--- src/rtl/ctrl_pkg.sv ---
`default_nettype none
// ============================================================================
//  Module   : ctrl_pkg
//  Purpose  : Control bundle layout, ISA opcodes, FSM state encoding and
//             canned bundles shared by the ctrl_pipe slice.
//  Revision : 1.0 - initial release
// ============================================================================
package ctrl_pkg;

    localparam int CW = 26;

    // Bundle bit offsets (valid in the LSB, err in the MSB)
    localparam int F_VALID     = 0;
    localparam int F_REG_WRITE = 1;
    localparam int F_DEST_SEL  = 2;
    localparam int F_PC_SEL    = 4;
    localparam int F_REG_JMP   = 5;
    localparam int F_MEM_EN    = 6;
    localparam int F_MEM_WR    = 7;
    localparam int F_ALU_CTRL  = 8;
    localparam int F_VAL2REG   = 13;
    localparam int F_ALU_SEL   = 14;
    localparam int F_IMM_SEL   = 15;
    localparam int F_HALT      = 18;
    localparam int F_LINK      = 19;
    localparam int F_SIIC      = 21;
    localparam int F_RTI       = 22;
    localparam int F_B_FLAG    = 23;
    localparam int F_J_FLAG    = 24;
    localparam int F_ERR       = 25;

    typedef struct packed {
        logic       err;
        logic       j_flag;
        logic       b_flag;
        logic       rti;
        logic       siic;
        logic [1:0] link;
        logic       halt;
        logic [2:0] imm_sel;
        logic       alu_sel;
        logic       val2reg;
        logic [4:0] alu_ctrl;
        logic       mem_wr;
        logic       mem_en;
        logic       reg_jmp;
        logic       pc_sel;
        logic [1:0] dest_sel;
        logic       reg_write;
        logic       valid;
    } ctrl_t;

    // Opcodes, instr[15:11]
    localparam logic [4:0] OP_HALT  = 5'b00000;
    localparam logic [4:0] OP_NOP   = 5'b00001;
    localparam logic [4:0] OP_SIIC  = 5'b00010;
    localparam logic [4:0] OP_RTI   = 5'b00011;
    localparam logic [4:0] OP_J     = 5'b00100;
    localparam logic [4:0] OP_JR    = 5'b00101;
    localparam logic [4:0] OP_JAL   = 5'b00110;
    localparam logic [4:0] OP_JALR  = 5'b00111;
    localparam logic [4:0] OP_ADDI  = 5'b01000;
    localparam logic [4:0] OP_SUBI  = 5'b01001;
    localparam logic [4:0] OP_XORI  = 5'b01010;
    localparam logic [4:0] OP_ANDNI = 5'b01011;
    localparam logic [4:0] OP_BEQZ  = 5'b01100;
    localparam logic [4:0] OP_BNEZ  = 5'b01101;
    localparam logic [4:0] OP_BLTZ  = 5'b01110;
    localparam logic [4:0] OP_BGEZ  = 5'b01111;
    localparam logic [4:0] OP_ST    = 5'b10000;
    localparam logic [4:0] OP_LD    = 5'b10001;
    localparam logic [4:0] OP_SLBI  = 5'b10010;
    localparam logic [4:0] OP_STU   = 5'b10011;
    localparam logic [4:0] OP_ROLI  = 5'b10100;
    localparam logic [4:0] OP_SLLI  = 5'b10101;
    localparam logic [4:0] OP_RORI  = 5'b10110;
    localparam logic [4:0] OP_SRLI  = 5'b10111;
    localparam logic [4:0] OP_LBI   = 5'b11000;
    localparam logic [4:0] OP_BTR   = 5'b11001;
    localparam logic [4:0] OP_SHIFT = 5'b11010;
    localparam logic [4:0] OP_ADD   = 5'b11011;
    localparam logic [4:0] OP_SEQ   = 5'b11100;
    localparam logic [4:0] OP_SLT   = 5'b11101;
    localparam logic [4:0] OP_SLE   = 5'b11110;
    localparam logic [4:0] OP_SCO   = 5'b11111;

    // dest_sel: which instruction field names the write-back register
    localparam logic [1:0] DEST_RD_I = 2'b00;  // instr[7:5]
    localparam logic [1:0] DEST_RD_R = 2'b01;  // instr[4:2]
    localparam logic [1:0] DEST_RS   = 2'b10;  // instr[10:8]
    localparam logic [1:0] DEST_R7   = 2'b11;

    localparam logic [2:0] IMM_ZEXT5  = 3'd0;
    localparam logic [2:0] IMM_SEXT5  = 3'd1;
    localparam logic [2:0] IMM_SEXT8  = 3'd2;
    localparam logic [2:0] IMM_ZEXT8  = 3'd3;
    localparam logic [2:0] IMM_SEXT11 = 3'd4;

    localparam logic [1:0] LINK_PC2 = 2'b01;

    localparam logic [1:0] ST_RUN     = 2'd0;
    localparam logic [1:0] ST_HANDLER = 2'd1;
    localparam logic [1:0] ST_DRAIN   = 2'd2;
    localparam logic [1:0] ST_HALTED  = 2'd3;

    localparam logic [CW-1:0] BUBBLE     = '0;
    localparam logic [CW-1:0] NOP_BUNDLE = 26'h000_0001;  // valid only
    localparam logic [CW-1:0] ERR_BUNDLE = 26'h200_0001;  // valid + err

endpackage : ctrl_pkg
`default_nettype wire

--- src/rtl/ctrl_decode.sv ---
`default_nettype none
// ============================================================================
//  Module   : ctrl_decode
//  Purpose  : Combinational opcode -> control bundle table.
//  Revision : 1.0 - initial release
// ============================================================================
module ctrl_decode
    import ctrl_pkg::*;
#(
    parameter int OPW = 5
) (
    input  logic [OPW-1:0] i_op,
    output ctrl_t          o_bundle
);

    always_comb begin
        o_bundle       = '0;
        o_bundle.valid = 1'b1;
        case (i_op)
            OP_HALT: o_bundle.halt = 1'b1;
            OP_NOP:  ;
            OP_SIIC: o_bundle.siic = 1'b1;
            OP_RTI:  o_bundle.rti  = 1'b1;
            OP_ADDI, OP_SUBI: begin
                o_bundle.reg_write = 1'b1;
                o_bundle.dest_sel  = DEST_RD_I;
                o_bundle.alu_sel   = 1'b1;
                o_bundle.imm_sel   = IMM_SEXT5;
                o_bundle.alu_ctrl  = 5'(i_op);
            end
            OP_XORI, OP_ANDNI, OP_ROLI, OP_SLLI, OP_RORI, OP_SRLI: begin
                o_bundle.reg_write = 1'b1;
                o_bundle.dest_sel  = DEST_RD_I;
                o_bundle.alu_sel   = 1'b1;
                o_bundle.imm_sel   = IMM_ZEXT5;
                o_bundle.alu_ctrl  = 5'(i_op);
            end
            // Memory ops compute the address with the ADDI datapath
            OP_ST: begin
                o_bundle.mem_en   = 1'b1;
                o_bundle.mem_wr   = 1'b1;
                o_bundle.alu_sel  = 1'b1;
                o_bundle.imm_sel  = IMM_SEXT5;
                o_bundle.alu_ctrl = OP_ADDI;
            end
            OP_LD: begin
                o_bundle.reg_write = 1'b1;
                o_bundle.dest_sel  = DEST_RD_I;
                o_bundle.mem_en    = 1'b1;
                o_bundle.val2reg   = 1'b1;
                o_bundle.alu_sel   = 1'b1;
                o_bundle.imm_sel   = IMM_SEXT5;
                o_bundle.alu_ctrl  = OP_ADDI;
            end
            OP_STU: begin
                o_bundle.reg_write = 1'b1;
                o_bundle.dest_sel  = DEST_RS;
                o_bundle.mem_en    = 1'b1;
                o_bundle.mem_wr    = 1'b1;
                o_bundle.alu_sel   = 1'b1;
                o_bundle.imm_sel   = IMM_SEXT5;
                o_bundle.alu_ctrl  = OP_ADDI;
            end
            OP_BTR, OP_SHIFT, OP_ADD, OP_SEQ, OP_SLT, OP_SLE, OP_SCO: begin
                o_bundle.reg_write = 1'b1;
                o_bundle.dest_sel  = DEST_RD_R;
                o_bundle.alu_ctrl  = 5'(i_op);
            end
            OP_BEQZ, OP_BNEZ, OP_BLTZ, OP_BGEZ: begin
                o_bundle.b_flag   = 1'b1;
                o_bundle.imm_sel  = IMM_SEXT8;
                o_bundle.alu_ctrl = 5'(i_op);
            end
            OP_LBI, OP_SLBI: begin
                o_bundle.reg_write = 1'b1;
                o_bundle.dest_sel  = DEST_RS;
                o_bundle.alu_sel   = 1'b1;
                o_bundle.imm_sel   = (i_op == OP_LBI) ? IMM_SEXT8 : IMM_ZEXT8;
                o_bundle.alu_ctrl  = 5'(i_op);
            end
            OP_J, OP_JAL: begin
                o_bundle.j_flag  = 1'b1;
                o_bundle.pc_sel  = 1'b1;
                o_bundle.imm_sel = IMM_SEXT11;
                if (i_op == OP_JAL) begin
                    o_bundle.reg_write = 1'b1;
                    o_bundle.dest_sel  = DEST_R7;
                    o_bundle.link      = LINK_PC2;
                end
            end
            OP_JR, OP_JALR: begin
                o_bundle.j_flag  = 1'b1;
                o_bundle.pc_sel  = 1'b1;
                o_bundle.reg_jmp = 1'b1;
                o_bundle.alu_sel = 1'b1;
                o_bundle.imm_sel = IMM_SEXT8;
                if (i_op == OP_JALR) begin
                    o_bundle.reg_write = 1'b1;
                    o_bundle.dest_sel  = DEST_R7;
                    o_bundle.link      = LINK_PC2;
                end
            end
            default: o_bundle.err = 1'b1;
        endcase
    end

endmodule : ctrl_decode
`default_nettype wire

--- src/rtl/ctrl_pipe.sv ---
`default_nettype none
// ============================================================================
//  Module   : ctrl_pipe
//  Purpose  : Decodes the ID opcode and carries the control bundle through
//             DEPTH stage registers; sequences SIIC/RTI and HALT drain.
//             Optional counters enabled by `define CTRL_PERF_EN.
//  Revision : 1.0 - initial release
// ============================================================================
module ctrl_pipe
    import ctrl_pkg::*;
#(
    parameter int             OPW     = 5,
    parameter int             DEPTH   = 3,
    parameter int             PCW     = 16,
    parameter logic [PCW-1:0] EXC_VEC = 16'h0002
) (
    input  logic                clk,
    input  logic                rst_n,
    input  logic [OPW-1:0]      op_id,
    input  logic                valid_id,
    input  logic [PCW-1:0]      pc2_id,
    input  logic                stall,
    input  logic                flush,
    output logic [DEPTH*CW-1:0] ctrl_stg,
    output logic                exc_redirect,
    output logic                rti_redirect,
    output logic [PCW-1:0]      exc_pc,
    output logic [PCW-1:0]      epc,
    output logic                halted,
    output logic [1:0]          fsm_state,
    output logic [31:0]         perf_retired,
    output logic [31:0]         perf_bubbles
);

    ctrl_t                      w_dec;
    logic [DEPTH-1:0][CW-1:0]   r_stg;
    logic [CW-1:0]              w_stg1_next;
    logic [1:0]                 r_state;
    logic [1:0]                 w_state_next;
    logic                       w_accept;
    logic                       w_take_exc;
    logic                       w_take_rti;
    logic                       w_drain_done;
    logic [PCW-1:0]             r_epc;
    logic                       r_exc_redirect;
    logic                       r_rti_redirect;

    ctrl_decode #(
        .OPW      (OPW)
    ) u_decode (
        .i_op     (op_id),
        .o_bundle (w_dec)
    );

    assign w_accept     = valid_id & ~stall & ~flush &
                          ((r_state == ST_RUN) | (r_state == ST_HANDLER));
    assign w_drain_done = r_stg[DEPTH-1][F_VALID] & r_stg[DEPTH-1][F_HALT];

    always_comb begin
        w_state_next = r_state;
        w_stg1_next  = BUBBLE;
        w_take_exc   = 1'b0;
        w_take_rti   = 1'b0;
        case (r_state)
            ST_RUN, ST_HANDLER: begin
                if (w_accept) begin
                    w_stg1_next = w_dec;
                    if (w_dec.halt) begin
                        w_state_next = ST_DRAIN;
                    end else if (w_dec.siic) begin
                        if (r_state == ST_RUN) begin
                            w_take_exc   = 1'b1;
                            w_state_next = ST_HANDLER;
                        end else begin
                            // SIIC inside the handler has no return path
                            w_stg1_next = ERR_BUNDLE;
                        end
                    end else if (w_dec.rti) begin
                        if (r_state == ST_HANDLER) begin
                            w_take_rti   = 1'b1;
                            w_state_next = ST_RUN;
                        end else begin
                            w_stg1_next = NOP_BUNDLE;
                        end
                    end
                end
            end
            ST_DRAIN: begin
                if (w_drain_done) begin
                    w_state_next = ST_HALTED;
                end
            end
            default: w_state_next = ST_HALTED;
        endcase
    end

    always_ff @(posedge clk or negedge rst_n) begin
        if (!rst_n) begin
            r_stg <= '0;
        end else begin
            r_stg[0] <= w_stg1_next;
            for (int k = 1; k < DEPTH; k++) begin
                r_stg[k] <= r_stg[k-1];
            end
        end
    end

    always_ff @(posedge clk or negedge rst_n) begin
        if (!rst_n) begin
            r_state        <= ST_RUN;
            r_epc          <= '0;
            r_exc_redirect <= 1'b0;
            r_rti_redirect <= 1'b0;
        end else begin
            r_state        <= w_state_next;
            r_exc_redirect <= w_take_exc;
            r_rti_redirect <= w_take_rti;
            if (w_take_exc) begin
                r_epc <= pc2_id;
            end
        end
    end

    assign ctrl_stg     = r_stg;
    assign exc_redirect = r_exc_redirect;
    assign rti_redirect = r_rti_redirect;
    assign exc_pc       = r_exc_redirect ? EXC_VEC :
                          (r_rti_redirect ? r_epc : '0);
    assign epc          = r_epc;
    assign halted       = (r_state == ST_HALTED);
    assign fsm_state    = r_state;

`ifdef CTRL_PERF_EN
    logic [31:0] r_perf_retired;
    logic [31:0] r_perf_bubbles;

    always_ff @(posedge clk or negedge rst_n) begin
        if (!rst_n) begin
            r_perf_retired <= '0;
            r_perf_bubbles <= '0;
        end else if (r_state != ST_HALTED) begin
            if (r_stg[DEPTH-1][F_VALID]) begin
                r_perf_retired <= r_perf_retired + 32'd1;
            end
            if (!r_stg[0][F_VALID]) begin
                r_perf_bubbles <= r_perf_bubbles + 32'd1;
            end
        end
    end

    assign perf_retired = r_perf_retired;
    assign perf_bubbles = r_perf_bubbles;
`else
    assign perf_retired = '0;
    assign perf_bubbles = '0;
`endif

endmodule : ctrl_pipe
`default_nettype wire
--- config.mk ---
export PLATFORM = sky130hd
export DESIGN_NAME = ctrl_pipe
export DESIGN_NICKNAME = d
export VERILOG_FILES = /design/src/rtl/ctrl_pkg.sv /design/src/rtl/ctrl_decode.sv /design/src/rtl/ctrl_pipe.sv
export SDC_FILE = /design/constraint.sdc
export NUM_CORES = 1
export LEC_CHECK = 0
export BUFFER_PORTS_ARGS = -buffer_cell sky130_fd_sc_hd__buf_2
export CAP_MARGIN = 25
export CORE_ASPECT_RATIO = 1.1
export CORE_MARGIN = 2
export CORE_UTILIZATION = 42
export DETAILED_ROUTE_END_ITERATION = 16
export GPL_TIMING_DRIVEN = 0
export PLACE_DENSITY = 0.77
export SYNTH_ARGS = -nofsm -noshare
export SYNTH_HDL_FRONTEND = slang
export SYNTH_SLANG_ARGS = --single-unit
--- constraint.sdc ---
create_clock -name clk -period 1.9 [get_ports clk]
set_input_delay 0.095 -clock clk [delete_from_list [all_inputs] [get_ports clk]]
set_output_delay 0.095 -clock clk [all_outputs]
set_load 0.005 [all_outputs]
==> results.txt <==
* Sequential fraction of the synthesis area: 0.628
- Final WL: roughly 8000 um
- Derived from the worst setup path, the maximum achievable clock frequency is about 570 MHz.
* Post-detailed-route via-to-cell ratio: 4.24
- Top-level I/O count: ~210
* Reg2reg start: fsm_state[1]
- At the worst endpoint, the arrival time is around 1.7 ns.
* Endpoints failing setup: 0
- The die is approximately 100 um tall.
- Critical register-to-register path endpoint: epc[3]
- Antenna violations before repair: 0
- Number of synthesized flops with an enable pin: 0
* Number of flip-flops and latches in the synthesized netlist: 92
- Across the VDD grid, the largest voltage drop is a little over 400 uV.
* Root Driver: clkbuf_8
- Maxcap violations: 0
* Buffer depth of the longest clock path: 2
* Critical path data required time: around 1.8 ns
- Synth Warn #: 0
- Global-route wire length before repair: 12,200 um
- In this run, distinct cell masters in the synthesized netlist total 35.
- H-tree depth: 3
- For this run, the leading register cell type out of synthesis is dfrtp_1.
* Number of global-route vias before repair: about 2,600
- STA classifies the critical path startpoint as a flop.
- Total CTS buffers: 9
- In the routed design, unresolved DRC markers number 0.
- For this run the aggregate overflow at the end of global routing stands at 0.
* Max Clock Skew: about 0.012 ns
- Number of standard cells in the final layout excluding fillers: approximately 630
- A synthesized cell averages roughly 13 um2.
* Share of the clock period used by the worst path after layout: 0.927
- After synthesis, the share of flip-flops with an asynchronous set or reset is 1.00.
- TritonCTS built the clock tree.
* Overall Global Routing Usage: 0.165
* Diode insertion count for antenna repair: 0
- Worst slack on hold paths: between 0.03 and 0.04 ns
- After detailed placement, the total cell area comes to approximately 4800 um2.
* Shortest clock period the worst path allows after layout: about 1.8 ns
* Static Leak: 3.16 nW
- Routed length per instance: approximately 13 um
- Relative to the synthesized area, the layout overhead comes to 40.7%.
- After technology mapping, the gate count stands at 280.
- Layout cells sized above 1: 0.480
- Cell type with the largest total area after synthesis: dfrtp_1
* Count of port buffers added during placement: around 140
- Once placement completed, the tool counted placed cells totaling between 500 and 600.
- The synthesized netlist occupies a cell area of 3670 um2.
* Standard cell core area: approximately 8500 um2
* HPWL reported at the end of detailed placement: ~6000 um
* Number of placement rows: 35
- Pin count of the biggest net entering global routing: between 70 and 80
- Unrepaired setup endpoints after global routing: false
* Type of destination of the critical path: output port
- The worst register-to-register path has a setup slack of between 0.2 and 0.25 ns.
* Die outline width: 93.1 um
- Final Hold Violating Endpoints: 0
* Maximum net fanout on the critical path: 10
- For this run, the post-layout net count is ~540.
- The path with the worst hold slack has its endpoint at ctrl_stg[24].
* DR iter-0 viols: a little over 40
- Hold Path Cell Cnt: 2
* Total Die Area: about 9500 um2
- Worst reg2reg path depth: 4
- Routability-driven placement finished with a final weighted congestion of ~0.86.
- The startpoint identified for the worst hold timing path is op_id[3].
- The final count of pins violating max slew was 0.
- Share of the synthesized area in the top cell type: 0.628
- The min-delay analysis places its worst path in the category in2reg.
- With fillers left out, the area of the finished cells amounts to about 5200 um2.
- The worst setup path is of the reg2out kind.
- For this configuration, the core starts out at a cell density of 0.434.
* DR vias: 2,664
- Main area contributors after synthesis: dfrtp_1 63%, buf_4 15%, mux2_2 4.3%
- Clock-pin slew of the registers on the worst-case setup and hold paths: approximately 0.10 ns
* Post-route setup TNS: 0 ns
- Before antenna repair, the detailed router went through 4 iterations.
* Ratio of total power to cell area: roughly 740 nW/um2
- Filler Cells Inserted: about 690
- Worst-skew pair later-pin latency: 0.35 ns
* Sinks on the clock net: between 90 and 100
- Outcome: completed
* Antenna-violating nets left: 0
- Measured on the finished design, the core utilization comes to 0.610.
## per-layer routing
| metal | global-route usage | part of all wire | vias up |
|---|---|---|---|
| met5 | 0 | 0 | - |
| met4 | 0.103 | 0.039 | 0 |
| met3 | 0.0487 | 0.087 | 26 |
| met2 | 0.280 | 0.52 | 148 |
| met1 | 0.184 | 0.36 | 1236 |
| li1 | - | - | 1254 |
## cell families (layout without fill, tap and decap cells)
group | after synthesis | in the layout | share of synthesized area
buf+inv | 85 | 256 | 0.164
mux | 16 | 16 | 0.0491
other cells | 1 | 67 | 0.00102
simple gates | 60 | 60 | 0.109
xor+xnor | 2 | 2 | 0.00478
compound gates | 24 | 24 | 0.0447
flops | 92 | 92 | 0.628
## flip-flops by register name, indices dropped and copies added (netlist names)
register	flops
ctrl_stg	72
epc	16
exc_redirect	1
fsm_state	2
rti_redirect	1
## what timing repair did
action,4_1_cts,5_1_grt
hold buffers,18,0
hold endpoints to repair,109,0
endpoints found under the setup margin,0,10
resized for setup,0,2
buffers inserted,0,0
## cell usage after synthesis, types with 3 or more instances
cell type  instances
nor3b_1            3
nor3_1             9
nor2_1             5
a31oi_1            3
inv_1              6
o21ai_0            6
dfrtp_1           92
nand2_1            5
buf_4             71
mux2_2            14
clkbuf_1           6
and2_1            20
nor2b_1            5
a21oi_1            7
## worst max path at each step
stage                    to  cells after the start    startpoint  slack (ns)
3_5_place_dp         epc[3]                      4  fsm_state[1]        0.16
6_report         exc_pc[12]                      4  rti_redirect        0.14
4_1_cts          exc_pc[12]                      4  rti_redirect        0.12
3_3_place_gp   ctrl_stg[14]                      1         rst_n        0.04
2_1_floorplan       epc[10]                      4  fsm_state[1]        0.36
5_1_grt           exc_pc[8]                      4  rti_redirect        0.04
## worst max-delay path, stage by stage, from the launching register on
cell	delay, ns
dfrtp_1	0.39
nor2b_1	0.38
clkbuf_2	0.27
and2_1	0.15
buf_2	0.12
## power breakdown
group          total, W  leakage, nW  switching, W  internal [W]
combinational  0.000423         1.77      0.000202      0.000221
sequential      0.00204         1.27     0.0000387       0.00200
clock           0.00135        0.110      0.000707      0.000644
total           0.00381         3.16      0.000947       0.00286
## layout by cell type (no fill, tap or decap), types with 2 or more instances in the layout
master | Yosys | routed
xor2_1 | 2 | 2
nor3_1 | 9 | 9
nand2b_1 | 2 | 2
nand3_1 | 2 | 2
buf_4 | 71 | 72
nand4_1 | 2 | 2
mux2_2 | 14 | 14
clkinv_4 | 0 | 2
inv_8 | 0 | 3
nand2_1 | 5 | 5
dlygate4sd3_1 | 0 | 18
o21ai_0 | 6 | 6
buf_2 | 0 | 135
buf_6 | 2 | 2
and2_1 | 20 | 20
inv_1 | 6 | 6
conb_1 | 1 | 67
a21oi_1 | 7 | 7
clkbuf_1 | 6 | 5
nor2_1 | 5 | 5
a31oi_1 | 3 | 3
nor2b_1 | 5 | 5
dfrtp_1 | 92 | 92
clkbuf_8 | 0 | 9
a211oi_1 | 2 | 2
mux2_1 | 2 | 2
nor3b_1 | 3 | 3
## cell type report
class                   count  area [um2]  area share
plain buffers              79         579       0.112
multi-input cells         169        1010       0.196
clock buffers               9         124      0.0240
well taps                 111         139      0.0269
repair buffers            155         891       0.173
inverters                   6        22.5     0.00437
flip-flops and latches     92        2300       0.446
clock inverters             7        90.1      0.0175
## metrics by stage
stage               power [W]  setup slack (ns)
floorplan             0.00231             0.365
global placement      0.00244            0.0410
CTS                   0.00383             0.122
finish                0.00381             0.138
global route          0.00398            0.0448
detailed placement    0.00246             0.163
Power figures use the tool's default switching activity.
